[src/rtl/message_sequencer_if.sv]
// Requester, ROM and serial_tx signals of the message sequencer.
// master = sequencer side, slave = requesters + ROM + transmitter side.
interface message_sequencer_if;
    logic [1:0] req;
    logic [1:0] grant;
    logic [1:0] done;
    logic       busy;
    logic [4:0] rom_addr;
    logic [7:0] rom_data;
    logic [7:0] tx_data;
    logic       tx_new_data;
    logic       tx_busy;
    logic       tx_block;

    modport master (
        input  req, rom_data, tx_busy, tx_block,
        output grant, done, busy, rom_addr, tx_data, tx_new_data
    );

    modport slave (
        output req, rom_data, tx_busy, tx_block,
        input  grant, done, busy, rom_addr, tx_data, tx_new_data
    );
endinterface

[src/rtl/message_sequencer.sv]
// Round-robin sequencer streaming one ROM message at a time to serial_tx; 4 cycles/byte minimum.
// First strobe 4 edges after the req edge; stalls in SEND while tx_busy or tx_block is high.
module message_sequencer #(
    parameter int MSG_LEN = 14
) (
    input  logic                clk,
    input  logic                rst,
    message_sequencer_if.master bus
);
    localparam logic [2:0] IDLE  = 3'd0;
    localparam logic [2:0] FETCH = 3'd1;
    localparam logic [2:0] LATCH = 3'd2;
    localparam logic [2:0] SEND  = 3'd3;
    localparam logic [2:0] GAP   = 3'd4;

    localparam logic [3:0] LAST_IDX = 4'(MSG_LEN - 1);

    logic [2:0] state_q, state_d;
    logic [1:0] pending_q, pending_d;
    logic [3:0] idx_q, idx_d;
    logic       bank_q, bank_d;
    logic       last_grant_q, last_grant_d;
    logic [7:0] tx_data_q, tx_data_d;
    logic       tx_new_data_q, tx_new_data_d;
    logic [1:0] grant_q, grant_d;
    logic [1:0] done_q, done_d;
    logic       win;

    always_comb begin
        state_d       = state_q;
        pending_d     = pending_q;
        idx_d         = idx_q;
        bank_d        = bank_q;
        last_grant_d  = last_grant_q;
        tx_data_d     = tx_data_q;
        tx_new_data_d = 1'b0;
        grant_d       = grant_q;
        done_d        = 2'b00;
        win           = 1'b0;

        case (state_q)
            IDLE: begin
                if (pending_q != 2'b00) begin
                    // With both pending, the requester not served last wins.
                    win            = (pending_q == 2'b11) ? ~last_grant_q : pending_q[1];
                    bank_d         = win;
                    idx_d          = 4'd0;
                    grant_d        = win ? 2'b10 : 2'b01;
                    last_grant_d   = win;
                    pending_d[win] = 1'b0;
                    state_d        = FETCH;
                end
            end
            FETCH: state_d = LATCH;
            LATCH: begin
                tx_data_d = bus.rom_data;
                state_d   = SEND;
            end
            SEND: begin
                if (!bus.tx_busy && !bus.tx_block) begin
                    tx_new_data_d = 1'b1;
                    state_d       = GAP;
                end
            end
            GAP: begin
                if (idx_q == LAST_IDX) begin
                    done_d  = bank_q ? 2'b10 : 2'b01;
                    grant_d = 2'b00;
                    state_d = IDLE;
                end else begin
                    idx_d   = idx_q + 4'd1;
                    state_d = FETCH;
                end
            end
            default: state_d = IDLE;
        endcase

        // A new request on the granting edge re-arms the flag, so the message replays.
        pending_d = pending_d | bus.req;
    end

    always_ff @(posedge clk) begin
        if (rst) begin
            state_q       <= IDLE;
            pending_q     <= 2'b00;
            idx_q         <= 4'd0;
            bank_q        <= 1'b0;
            last_grant_q  <= 1'b1;
            tx_data_q     <= 8'h00;
            tx_new_data_q <= 1'b0;
            grant_q       <= 2'b00;
            done_q        <= 2'b00;
        end else begin
            state_q       <= state_d;
            pending_q     <= pending_d;
            idx_q         <= idx_d;
            bank_q        <= bank_d;
            last_grant_q  <= last_grant_d;
            tx_data_q     <= tx_data_d;
            tx_new_data_q <= tx_new_data_d;
            grant_q       <= grant_d;
            done_q        <= done_d;
        end
    end

    assign bus.rom_addr    = {bank_q, idx_q};
    assign bus.tx_data     = tx_data_q;
    assign bus.tx_new_data = tx_new_data_q;
    assign bus.grant       = grant_q;
    assign bus.done        = done_q;
    assign bus.busy        = (state_q != IDLE);
endmodule

[src/flat_wrapper.sv]
// flat-port wrapper written by rule: the top's interface ports become plain ports
module message_sequencer_flat 
#(
    parameter int MSG_LEN = 14
)
  (clk, rst, bus_req, bus_rom_data, bus_tx_busy, bus_tx_block, bus_grant, bus_done, bus_busy, bus_rom_addr, bus_tx_data, bus_tx_new_data);
  message_sequencer_if bus_i ();
  input  logic clk;
  input  logic rst;
  input wire logic [$bits(bus_i.req)-1:0] bus_req;
  input wire logic [$bits(bus_i.rom_data)-1:0] bus_rom_data;
  input wire logic [$bits(bus_i.tx_busy)-1:0] bus_tx_busy;
  input wire logic [$bits(bus_i.tx_block)-1:0] bus_tx_block;
  output wire logic [$bits(bus_i.grant)-1:0] bus_grant;
  output wire logic [$bits(bus_i.done)-1:0] bus_done;
  output wire logic [$bits(bus_i.busy)-1:0] bus_busy;
  output wire logic [$bits(bus_i.rom_addr)-1:0] bus_rom_addr;
  output wire logic [$bits(bus_i.tx_data)-1:0] bus_tx_data;
  output wire logic [$bits(bus_i.tx_new_data)-1:0] bus_tx_new_data;
  assign bus_i.req = bus_req;
  assign bus_i.rom_data = bus_rom_data;
  assign bus_i.tx_busy = bus_tx_busy;
  assign bus_i.tx_block = bus_tx_block;
  assign bus_grant = bus_i.grant;
  assign bus_done = bus_i.done;
  assign bus_busy = bus_i.busy;
  assign bus_rom_addr = bus_i.rom_addr;
  assign bus_tx_data = bus_i.tx_data;
  assign bus_tx_new_data = bus_i.tx_new_data;
  message_sequencer #(.MSG_LEN(MSG_LEN)) u_core (.clk(clk), .rst(rst), .bus(bus_i));
endmodule
[config.mk]
export PLATFORM = sky130hd
export DESIGN_NAME = message_sequencer_flat
export DESIGN_NICKNAME = d
export VERILOG_FILES = /design/src/rtl/message_sequencer_if.sv /design/src/rtl/message_sequencer.sv /design/src/flat_wrapper.sv
export SDC_FILE = /design/constraint.sdc
export NUM_CORES = 1
export LEC_CHECK = 0
export BUFFER_PORTS_ARGS = -buffer_cell sky130_fd_sc_hd__buf_2
export CAP_MARGIN = 20
export CORE_ASPECT_RATIO = 1.4
export CORE_MARGIN = 4
export CORE_UTILIZATION = 48
export CTS_CLUSTER_DIAMETER = 200
export DETAILED_ROUTE_END_ITERATION = 8
export PLACE_DENSITY = 0.86
export SYNTH_ARGS = -nofsm -noshare
export SYNTH_HDL_FRONTEND = slang
export SYNTH_SLANG_ARGS = --single-unit
[constraint.sdc]
create_clock -name clk -period 1.5 [get_ports clk]
set_input_delay 0.15 -clock clk [delete_from_list [all_inputs] [get_ports clk]]
set_output_delay 0.15 -clock clk [all_outputs]
set_load 0.02 [all_outputs]
==> results of run 1 <==
[worst max-delay path by stage]
stage                                 start                  end  slack (ns)  depth (start not counted)
after floorplan           u_core.state_q[2]  u_core.bus.grant[0]        0.12                          4
after global placement    u_core.state_q[2]  u_core.bus.grant[0]        0.14                          4
after detailed placement  u_core.state_q[2]  u_core.bus.grant[0]        0.06                          4
after CTS                 u_core.state_q[2]  u_core.bus.grant[0]        0.03                          4
after global routing      u_core.state_q[1]  u_core.bus.grant[0]      -0.001                          4
final                     u_core.state_q[1]  u_core.bus.grant[0]        0.09                          4
[layer usage]
metal	GRT usage	wire length, um
met1	0.176	814
met2	0.256	918
met3	0.0175	144
met4	0.0610	9
met5	0	0
[flip-flops by register name, summed over array words and instances (netlist names)]
signal,cells
u_core.last_grant_q,1
u_core.bus.tx_data,8
u_core.idx_q,4
u_core.bus.done,2
u_core.bus.tx_new_data,1
u_core.bus.grant,2
u_core.pending_q,2
u_core.bank_q,1
u_core.state_q,3
[repair_timing]
action,CTS,global route
resized for setup,0,6
buffers inserted,0,1
endpoints found under the setup margin,0,6
hold endpoints to repair,0,0
[kinds of logic (layout without fill, tap and decap cells)]
family                   after synthesis  after routing
AO/OA/AOI/OAI                         22             22
adder cells (fa/ha/maj)                2              2
buffers and inverters                  8             43
flip-flops                            24             24
multiplexers                           8              8
AND/OR/NAND/NOR                       35             35
[stage by stage]
stage / TNS, ns / utilization / instance area (um^2)
6_report: 0 / 0.653 / 1210
5_1_grt: -0.00149 / 0.653 / 1210
4_1_cts: 0 / 0.643 / 1190
3_5_place_dp: 0 / 0.623 / 1150
3_3_place_gp: 0 / 0.623 / 1150
2_1_floorplan: 0 / - / 967
[report_power, final]
group          switching, W  internal [W]  leakage, nW
clock network      0.000180      0.000148       0.0210
registers         0.0000371      0.000680        0.197
logic              0.000132      0.000109        0.316
[cell usage after synthesis]
library cell,count,area (um^2)
a211oi_1,1,7.51
o21bai_1,1,7.51
or3b_1,1,8.76
buf_4,1,7.51
nor3b_1,4,30.0
mux2i_1,8,80.1
buf_2,1,5.00
a21o_2,1,8.76
o22ai_1,2,12.5
o21ai_0,8,40.0
ha_1,2,25.0
nor4b_1,1,8.76
nand2_1,5,18.8
or4b_1,1,10.0
o21ba_2,1,10.0
nor3_4,1,16.3
and4_1,1,8.76
inv_2,1,3.75
a21boi_0,1,7.51
o32ai_1,1,8.76
a221o_2,1,11.3
nor2_1,10,37.5
dfxtp_1,24,480
nor4_1,2,12.5
nor2b_1,1,6.26
a221oi_1,1,8.76
a41oi_1,1,8.76
or2_2,1,6.26
nand3_1,3,15.0
a21oi_1,3,15.0
nor3_1,3,15.0
clkbuf_1,3,11.3
inv_1,2,7.51
and3_1,1,6.26
[layout make-up]
class / instances / area (um^2) / share of cell area
Clock buffer: 4 / 36.3 / 0.0301
Inverter: 3 / 11.3 / 0.00934
Multi-Input combinational cell: 67 / 457 / 0.379
Sequential cell: 24 / 487 / 0.404
Tap cell: 20 / 25.0 / 0.0207
Timing Repair Buffer: 36 / 190 / 0.158
[worst min-delay path: cells and delay by family]
kind	cells	cell delay, ns
compound gates	1	0.05
buf+inv	2	0.13
==> run metrics, run 1 <==
status=finished, final reports clean; Max stage delay cell, worst path=or4b_1; Worst Clk Skew=between 0.002 and 0.003 ns; PnR worst setup slack=0.0900 ns; boundary pin count=33; Max Freq=around 0.71 GHz; reg2reg end=u_core.bus.grant[0]; peak supply drop=0.604 mV; largest family of logic cells by synthesized area=simple AND/OR/NAND/NOR gates; Worst Path Buf+Inv=1; Worst-path clk slew=about 0.12 ns; Critical Path RT=around 1.8 ns; GRT Overall Usage=0.146; Compound-Gate Fraction of Synth Area=0.151; Synth Area in Simple Gates=0.207; Worst-Margin Slew=approximately 0.37 ns; Seq/Total Area, Yosys=0.497; commonest non-fill, non-tap cell in the layout=buf_2; DPL Wire Length=between 1000 and 1500 um; leakage power=0.534 nW; Slew Limit Fails=0; vias per cell=5.48; synthesized netlist net count=between 100 and 150; Routed WL=between 1500 and 2000 um; Final Non-Filler Cells=roughly 150; critical path, cell by cell=nor3_4 -> inv_2 -> or4b_1 -> o21ai_1; total gr overflow=0; CP Launch Type=flip-flop; Pwr Total=0.00129 W; total placed cells including tap cells=149; TritonCTS clock tree=yes; Fin Hold WS=0.0595 ns; floorplan row count=18; Residual DRC=0; Layout area overhead=24.7%; Reg2Reg Depth=4; Layout Nets=about 150; post-synthesis mux area share=0.0828; Post-Syn Area per Cell=between 9 and 10 um^2; slowest stage delay, CP=around 0.5 ns; cell count after synthesis=99; CTS H-Tree Depth=1; final hold viol count=0; first-pass GRT wire length=around 3100 um; reg2reg start=u_core.state_q[1]; Num CTS Buffers=3; endpoints failing setup=0; hold_sp=bus_req[0]; Root Driver=clkbuf_4; Reg2Reg Setup Slack=~0.090 ns; max_slew headroom=0.753; vias in the first global route=761; Pwr Density=1070 nW/um^2; crit path kind=flip-flop to flip-flop; worst slack, placed=approximately 0.063 ns; Synth warnings=0; PortBufs=32; Crit Path Max Fanout=7; initial antenna violation count=0; share of layout cells above drive strength 1=0.373; Core Area=around 1800 um^2; Hold Path End=u_core.pending_q[0]; Die ar.=approximately 2800 um^2; Initial Util=0.524; Layout fillers=between 150 and 200; number of routed nets with antenna violations=0; final period utilization=0.940; Hold-fix buffers, CTS=0; synthesized cell area=~970 um^2; max_cap viols=0; Die W=45.9 um; clock sinks=24; post-synthesis adder-cell area fraction=0.0259; largest net degree at the start of global routing=24; crit-path leading delay family=simple AND/OR/NAND/NOR gates; Netlist cell types=34; vias=approximately 840; 1st-pass router iterations=4; WP data arrival=between 1.5 and 2 ns; Hold WC Path Type=input port to flip-flop; post-route minimum period=between 1 and 1.5 ns; Ant. Diodes=0; crit end category=flip-flop; Wirelength per Cell=12.3 um; post-synthesis xor/xnor area fraction=0; most frequent cells in the layout=32 x buf_2, 21 x dfxtp_1, 10 x nor2_1; Die Span Y=61.1 um; GPL Wtd Cong=0.776; Max Root-Sink Buffers=2; first-iteration detailed-routing DRC count=14; Synth Register Bits=24; worst skew pair latency=about 0.30 ns; WHS Path Cells=3
(Power assumes the default switching activity.)
==> inputs of run 2 (changes only) <==
Settings changed: ABC_AREA set to 1, CORE_UTILIZATION 48 to 45, PLACE_DENSITY 0.86 to 0.81.
==> run 2 against run 1 <==
  * Sequential power up 9.6%
  * Hold slack worse by 0.0052 ns
  * Clock skew down 0.0021 ns
  * Register-to-register slack about the same
  * Critical path depth down 1
  * Global-route usage up 0.88 points
  * Via count up 11%
==> run metrics, run 2 <==
status=finished, final reports clean; Pwr Density=1260 nW/um^2 (+18%); CTS H-Tree Depth=1 (unchanged); commonest non-fill, non-tap cell in the layout=buf_2; design area=1190 um^2 (-1.2%); Synth warnings=0 (unchanged); Post-CTS Resized=0 (unchanged); Synth area leader=dfxtp_1; Worst-Margin Slew=0.415 ns (+0.0447 ns); worst skew pair latency=0.31 ns (about the same); crit end category=output pin; vias in the first global route=891 (+17%); Worst Clk Skew=0.000470 ns (-0.00213 ns); Core Area=2020 um^2 (+9.4%); critical path, cell by cell=nor2_2 -> inv_1 -> buf_2; total gr overflow=0 (unchanged); share of layout cells above drive strength 1=0.285 (-0.0883); WP data arrival=1.27 ns (-0.39 ns); vias=934 (+11%); 1st-pass router iterations=4 (unchanged); Hold-fix buffers, CTS=0 (unchanged); max_slew headroom=0.723 (-0.0302); Max Root-Sink Buffers=2 (unchanged); TritonCTS clock tree=yes; GPL Wtd Cong=0.717 (-7.7%); final hold viol count=0 (unchanged); Post-synth ARST share=0 (unchanged); cell count after synthesis=126 (+27%); Synth Register Bits=24 (unchanged); max reg flops=8 (unchanged); slowest stage delay, CP=0.59 ns (+0.08 ns); setup bufs post-CTS=0 (unchanged); crit path kind=flip-flop to output pin; largest net degree at the start of global routing=15 (-38%); Max Freq=0.704 GHz (-0.78%); Reg2Reg Setup Slack=0.09 ns (about the same); most frequent cells in the layout=32 x buf_2, 24 x nor2_1, 22 x dfxtp_1; Synth top cells by count=25 x nor2_1, 24 x dfxtp_1, 13 x inv_1, 13 x nand2_1; boundary pin count=33 (unchanged); Routed WL=2090 um (+11%); leakage power=0.597 nW (+12%); Die Span Y=63.5 um (+4.0%); initial antenna violation count=0 (unchanged); Num CTS Buffers=3 (unchanged); EDFF count, synth=0 (unchanged); post-route minimum period=1.42 ns (+0.0110 ns); Residual DRC=0 (unchanged); Synth area leaders=dfxtp_1 48%, nor2_1 9.5%, nand3_1 5.6%, o21ai_0 5.6%, inv_1 4.9%; Die ar.=3030 um^2 (+7.9%); Seq/Total Area, Yosys=0.485 (-0.0119); Crit Path Max Fanout=10 (+3); Yosys top cell area share=0.485 (-0.0119); Final TNS setup=0 ns (unchanged); RSZ-0062 raised after global routing=no; floorplan row count=19 (+1); Die W=47.7 um (+3.8%); Top FF cell, synth=dfxtp_1; Hold WC Path Type=input port to flip-flop; number of routed nets with antenna violations=0 (unchanged); Layout area overhead=20.2%; Layout Nets=176 (+17%); first-pass GRT wire length=3530 um (+15%); GRT Overall Usage=0.155 (+0.00878); endpoints failing setup=0 (unchanged); clock sinks=24 (unchanged); CP Launch Type=flip-flop; synthesized netlist net count=142 (+23%); final period utilization=0.947 (+0.00734); top-count cell post-synth=nor2_1; Ant. Diodes=0 (unchanged); Placed Area=1160 um^2 (+1.1%); Worst-path clk slew=0.12 ns (about the same); Root Driver=clkbuf_4; crit-path leading delay family=flip-flops; Post-Syn Area per Cell=7.86 um^2 (-19%); Netlist cell types=23 (-32%); Max stage delay cell, worst path=dfxtp_1; Slew Limit Fails=0 (unchanged); max_cap viols=0 (unchanged); PortBufs=32 (unchanged); Wirelength per Cell=11.7 um (-4.7%); first-iteration detailed-routing DRC count=16 (+2); Critical Path RT=1.35 ns (-0.40 ns); synthesized cell area=991 um^2 (+2.5%); vias per cell=5.22 (-4.8%); Initial Util=0.490 (-0.0333); peak supply drop=0.967 mV (+60%); DPL Wire Length=1580 um (+8.8%); Worst Path Buf+Inv=2 (+1)
run 2: cell types whose count changed after synthesis, moves of 3 or more:
cell	previous run	this run
nor2_1	10	25
inv_1	2	13
mux2i_1	8	0
nand2_1	5	13
nand3_1	3	11
a21oi_1	3	8
nor3b_1	4	0
nor3_1	3	0
o21ai_0	8	11
run 2: report_power, final:
part	total (W)	internal (W)	switching, W	leakage, nW
combinational	0.000442	0.000158	0.000284	0.385
clock	0.000274	0.0000941	0.000180	0.0138
sequential	0.000786	0.000719	0.0000665	0.197
total	0.00150	0.000971	0.000531	0.597
run 2: worst paths after layout:
path | startpoint | endpoint | depth (start not counted)
hold reg to reg | u_core.bank_q | u_core.bus.done[0] | 1
hold / removal | bus_rom_data[2] | u_core.bus.tx_data[2] | 3
setup / recovery | u_core.state_q[2] | bus_busy | 3
setup reg to reg | u_core.state_q[2] | u_core.idx_q[1] | 5
run 2: stage by stage:
step	hold WS, ns	instances	total power [W]	util	worst slack, ns
after floorplan	0.285	126	0.00110	-	0.220
after global placement	0.372	176	0.00122	0.576	0.231
after detailed placement	0.377	176	0.00123	0.576	0.213
after CTS	0.0563	179	0.00150	0.587	0.00581
after global routing	0.0621	179	0.00160	0.589	0.00215
final	0.0543	179	0.00150	0.589	0.0790
run 2: worst register-to-register path, stage by stage (launching register included):
cell and delay, ns:
dfxtp_1 0.59, inv_1 0.17, nand3_4 0.15, nand2_2 0.12, o21ai_0 0.22, nor2_1 0.06
run 2: final cells by class:
| cell class | count | area (um^2) |
|---|---|---|
| clock buffer | 3 | 22.5 |
| fill | 196 | 830 |
| inverter | 13 | 48.8 |
| multi-input combinational | 85 | 443 |
| sequential | 24 | 483 |
| tap | 21 | 26.3 |
| timing repair buffer | 33 | 168 |
run 2: kinds of logic after synthesis:
group           synth area share
flops                      0.485
buf+inv                   0.0707
fa+ha+maj                 0.0252
simple gates               0.295
compound gates             0.124
run 2: per-layer routing:
layer | GRT usage | up-vias | share of wire
li1 | - | 479 | -
met1 | 0.173 | 415 | 0.39
met2 | 0.263 | 35 | 0.52
met3 | 0.0256 | 5 | 0.068
met4 | 0.0774 | 0 | 0.022
met5 | 0 | - | 0
==> inputs of run 3 (changes only) <==
Settings changed: CELL_PAD_IN_SITES_DETAIL_PLACEMENT set to 1, CELL_PAD_IN_SITES_GLOBAL_PLACEMENT set to 1, CORE_UTILIZATION 45 to 34, PLACE_DENSITY 0.81 to 0.85, SKIP_CTS_REPAIR_TIMING set to 1.
==> run 3 against run 2 <==
  * Maximum frequency grew 1.0%
  * Critical path depth increased by 2
  * Die area up 27%
  * Clock-buffer cell count did not move
  * Sequential share of layout area decreased by 1.8 points
  * Register-to-register slack better by 0.13 ns
  * Hold slack got worse by 0.013 ns
  * Non-clock buffer count grew 1
  * First-iteration DRC count rose by 50%
  * Global-route usage shrank 1.1 points
  * Critical endpoint unchanged
  * Largest cell class unchanged
  * Largest power group unchanged
==> run metrics, run 3 (synthesis gave the netlist of run 2 again) <==
reg2reg start=u_core.idx_q[0]; Initial Util=0.367 (-0.123); Root Driver=clkbuf_4; Layout Nets=177 (+0.57%); PnR worst setup slack=0.0934 ns (+0.0144 ns); Num CTS Buffers=3 (unchanged); Die ar.=3850 um^2 (+27%); floorplan row count=22 (+3); DPL Wire Length=1970 um (+25%); commonest non-fill, non-tap cell in the layout=buf_2; 1st-pass router iterations=4 (unchanged); first-pass GRT wire length=4250 um (+20%); Core Area=2700 um^2 (+33%); first-iteration detailed-routing DRC count=24 (+8); max reg flops=8 (unchanged); max_slew headroom=0.761 (+0.0384); GRT Overall Usage=0.144 (-0.0106); clock sinks=24 (unchanged); Residual DRC=0 (unchanged); post-route minimum period=1.41 ns (-0.0144 ns); Critical Path RT=1.35 ns (about the same); Worst-path clk slew=0.14 ns (+0.02 ns); initial antenna violation count=0 (unchanged); largest net degree at the start of global routing=15 (unchanged); share of layout cells above drive strength 1=0.300 (+0.0152); vias per cell=4.85 (-7.1%); Die W=53.6 um (+13%); Comb pwr share=0.263 (-0.031); slowest stage delay, CP=0.40 ns (-0.19 ns); GPL Wtd Cong=0.679 (-5.2%); Pwr Density=1370 nW/um^2 (+8.5%); endpoints failing setup=0 (unchanged); total gr overflow=0 (unchanged); Worst-Margin Slew=0.358 ns (-0.0575 ns); hold_sp=bus_rom_data[7]; Hold WC Path Type=input port to flip-flop; Max Root-Sink Buffers=2 (unchanged); worst slack, placed=0.215 ns (+0.00208 ns); register share of total power=0.460 (-0.063); Util after Layout=0.463 (-0.127); leakage power=0.617 nW (+3.4%); max_cap viols=0 (unchanged); status=finished, final reports clean; Worst Path Buf+Inv=3 (+1); Crit Path Max Fanout=6 (-4); worst skew pair latency=0.32 ns (about the same); WP data arrival=1.26 ns (about the same); vias in the first global route=1010 (+13%); CP Launch Point=u_core.state_q[0]; crit end category=output pin; Layout area overhead=26.0%; vias=950 (+1.7%); Final Non-Filler Cells=196 (+9.5%); final period utilization=0.938 (-0.00961); CP Launch Type=flip-flop; RSZ-0062 raised after global routing=no; TritonCTS clock tree=yes; CTS H-Tree Depth=1 (unchanged); Layout fillers=379 (+93%); total placed cells including tap cells=192 (+9.1%); crit path kind=flip-flop to output pin; final hold viol count=0 (unchanged); Die Span Y=71.9 um (+13%); Slew Limit Fails=0 (unchanged); Max Freq=0.711 GHz (+1.0%); PortBufs=32 (unchanged); boundary pin count=33 (unchanged); number of routed nets with antenna violations=0 (unchanged); sw power=0.000560 W (+5.5%); crit-path leading delay family=flip-flops; Ant. Diodes=0 (unchanged); Wirelength per Cell=12.5 um (+6.9%); peak supply drop=0.522 mV (-46%); most frequent cells in the layout=32 x buf_2, 24 x nor2_1, 21 x dfxtp_1; Worst Clk Skew=0.0138 ns (+0.0133 ns); Routed WL=2450 um (+17%); most used cell, CP=inv_1; Clk pwr share=0.277 (+0.094); switching share of power=0.328 (-0.0256); Max stage delay cell, worst path=dfxtp_2; critical path, cell by cell=inv_1 -> nand2_1 -> nor2_2 -> inv_1 -> buf_2; Final TNS setup=0 ns (unchanged); P_int=0.00115 W (+18%)
## run 3: worst paths after layout
check,end,slack [ns],cells after the start
hold / removal,u_core.bus.tx_data[7],0.04,3
setup reg to reg,u_core.idx_q[0],0.22,6
hold reg to reg,u_core.bus.done[0],0.45,1
setup / recovery,bus_busy,0.09,5
## run 3: stage by stage
stage,power [W],area [um^2],hold slack (ns)
3_3_place_gp,0.00122,1190,0.375
2_1_floorplan,0.00110,991,0.285
6_report,0.00171,1250,0.0411
5_1_grt,0.00182,1250,0.0428
4_1_cts,0.00173,1240,0.0378
3_5_place_dp,0.00125,1190,0.384
## run 3: layout make-up
type	instances	area (um^2)	area share
clock buffers	3	22.5	0.0180
clock inverters	1	30.0	0.0240
inverters	13	48.8	0.0391
multi-input cells	85	443	0.355
flip-flops and latches	24	484	0.388
well taps	36	45.0	0.0361
repair buffers	34	175	0.140
## run 3: power by group through the flow
stage	clock network (W)	logic, W	registers (W)
after CTS	0.000487	0.000456	0.000784
after global routing	0.000517	0.000504	0.000799
final	0.000473	0.000449	0.000787
after global placement	0	0.000429	0.000791
after floorplan	0	0.000242	0.000854
after detailed placement	0	0.000452	0.000798
## run 3: per-layer routing
metal | track usage | vias to the layer above | wire (um) | part of all wire
met5 | 0 | - | 0 | 0
met4 | 0.0511 | 0 | 13 | 0.0053
met3 | 0.0249 | 2 | 135 | 0.055
met2 | 0.265 | 25 | 1330 | 0.54
met1 | 0.159 | 445 | 967 | 0.40
li1 | - | 478 | - | -
## run 3: worst reg2reg max path: cells and delay by family (launching register included)
kind / cells / cell delay [ns]
DFF: 1 / 0.45
and+or+nand+nor: 4 / 0.37
AOI/OAI and AO/OA: 1 / 0.21
adders and majority gates: 1 / 0.17
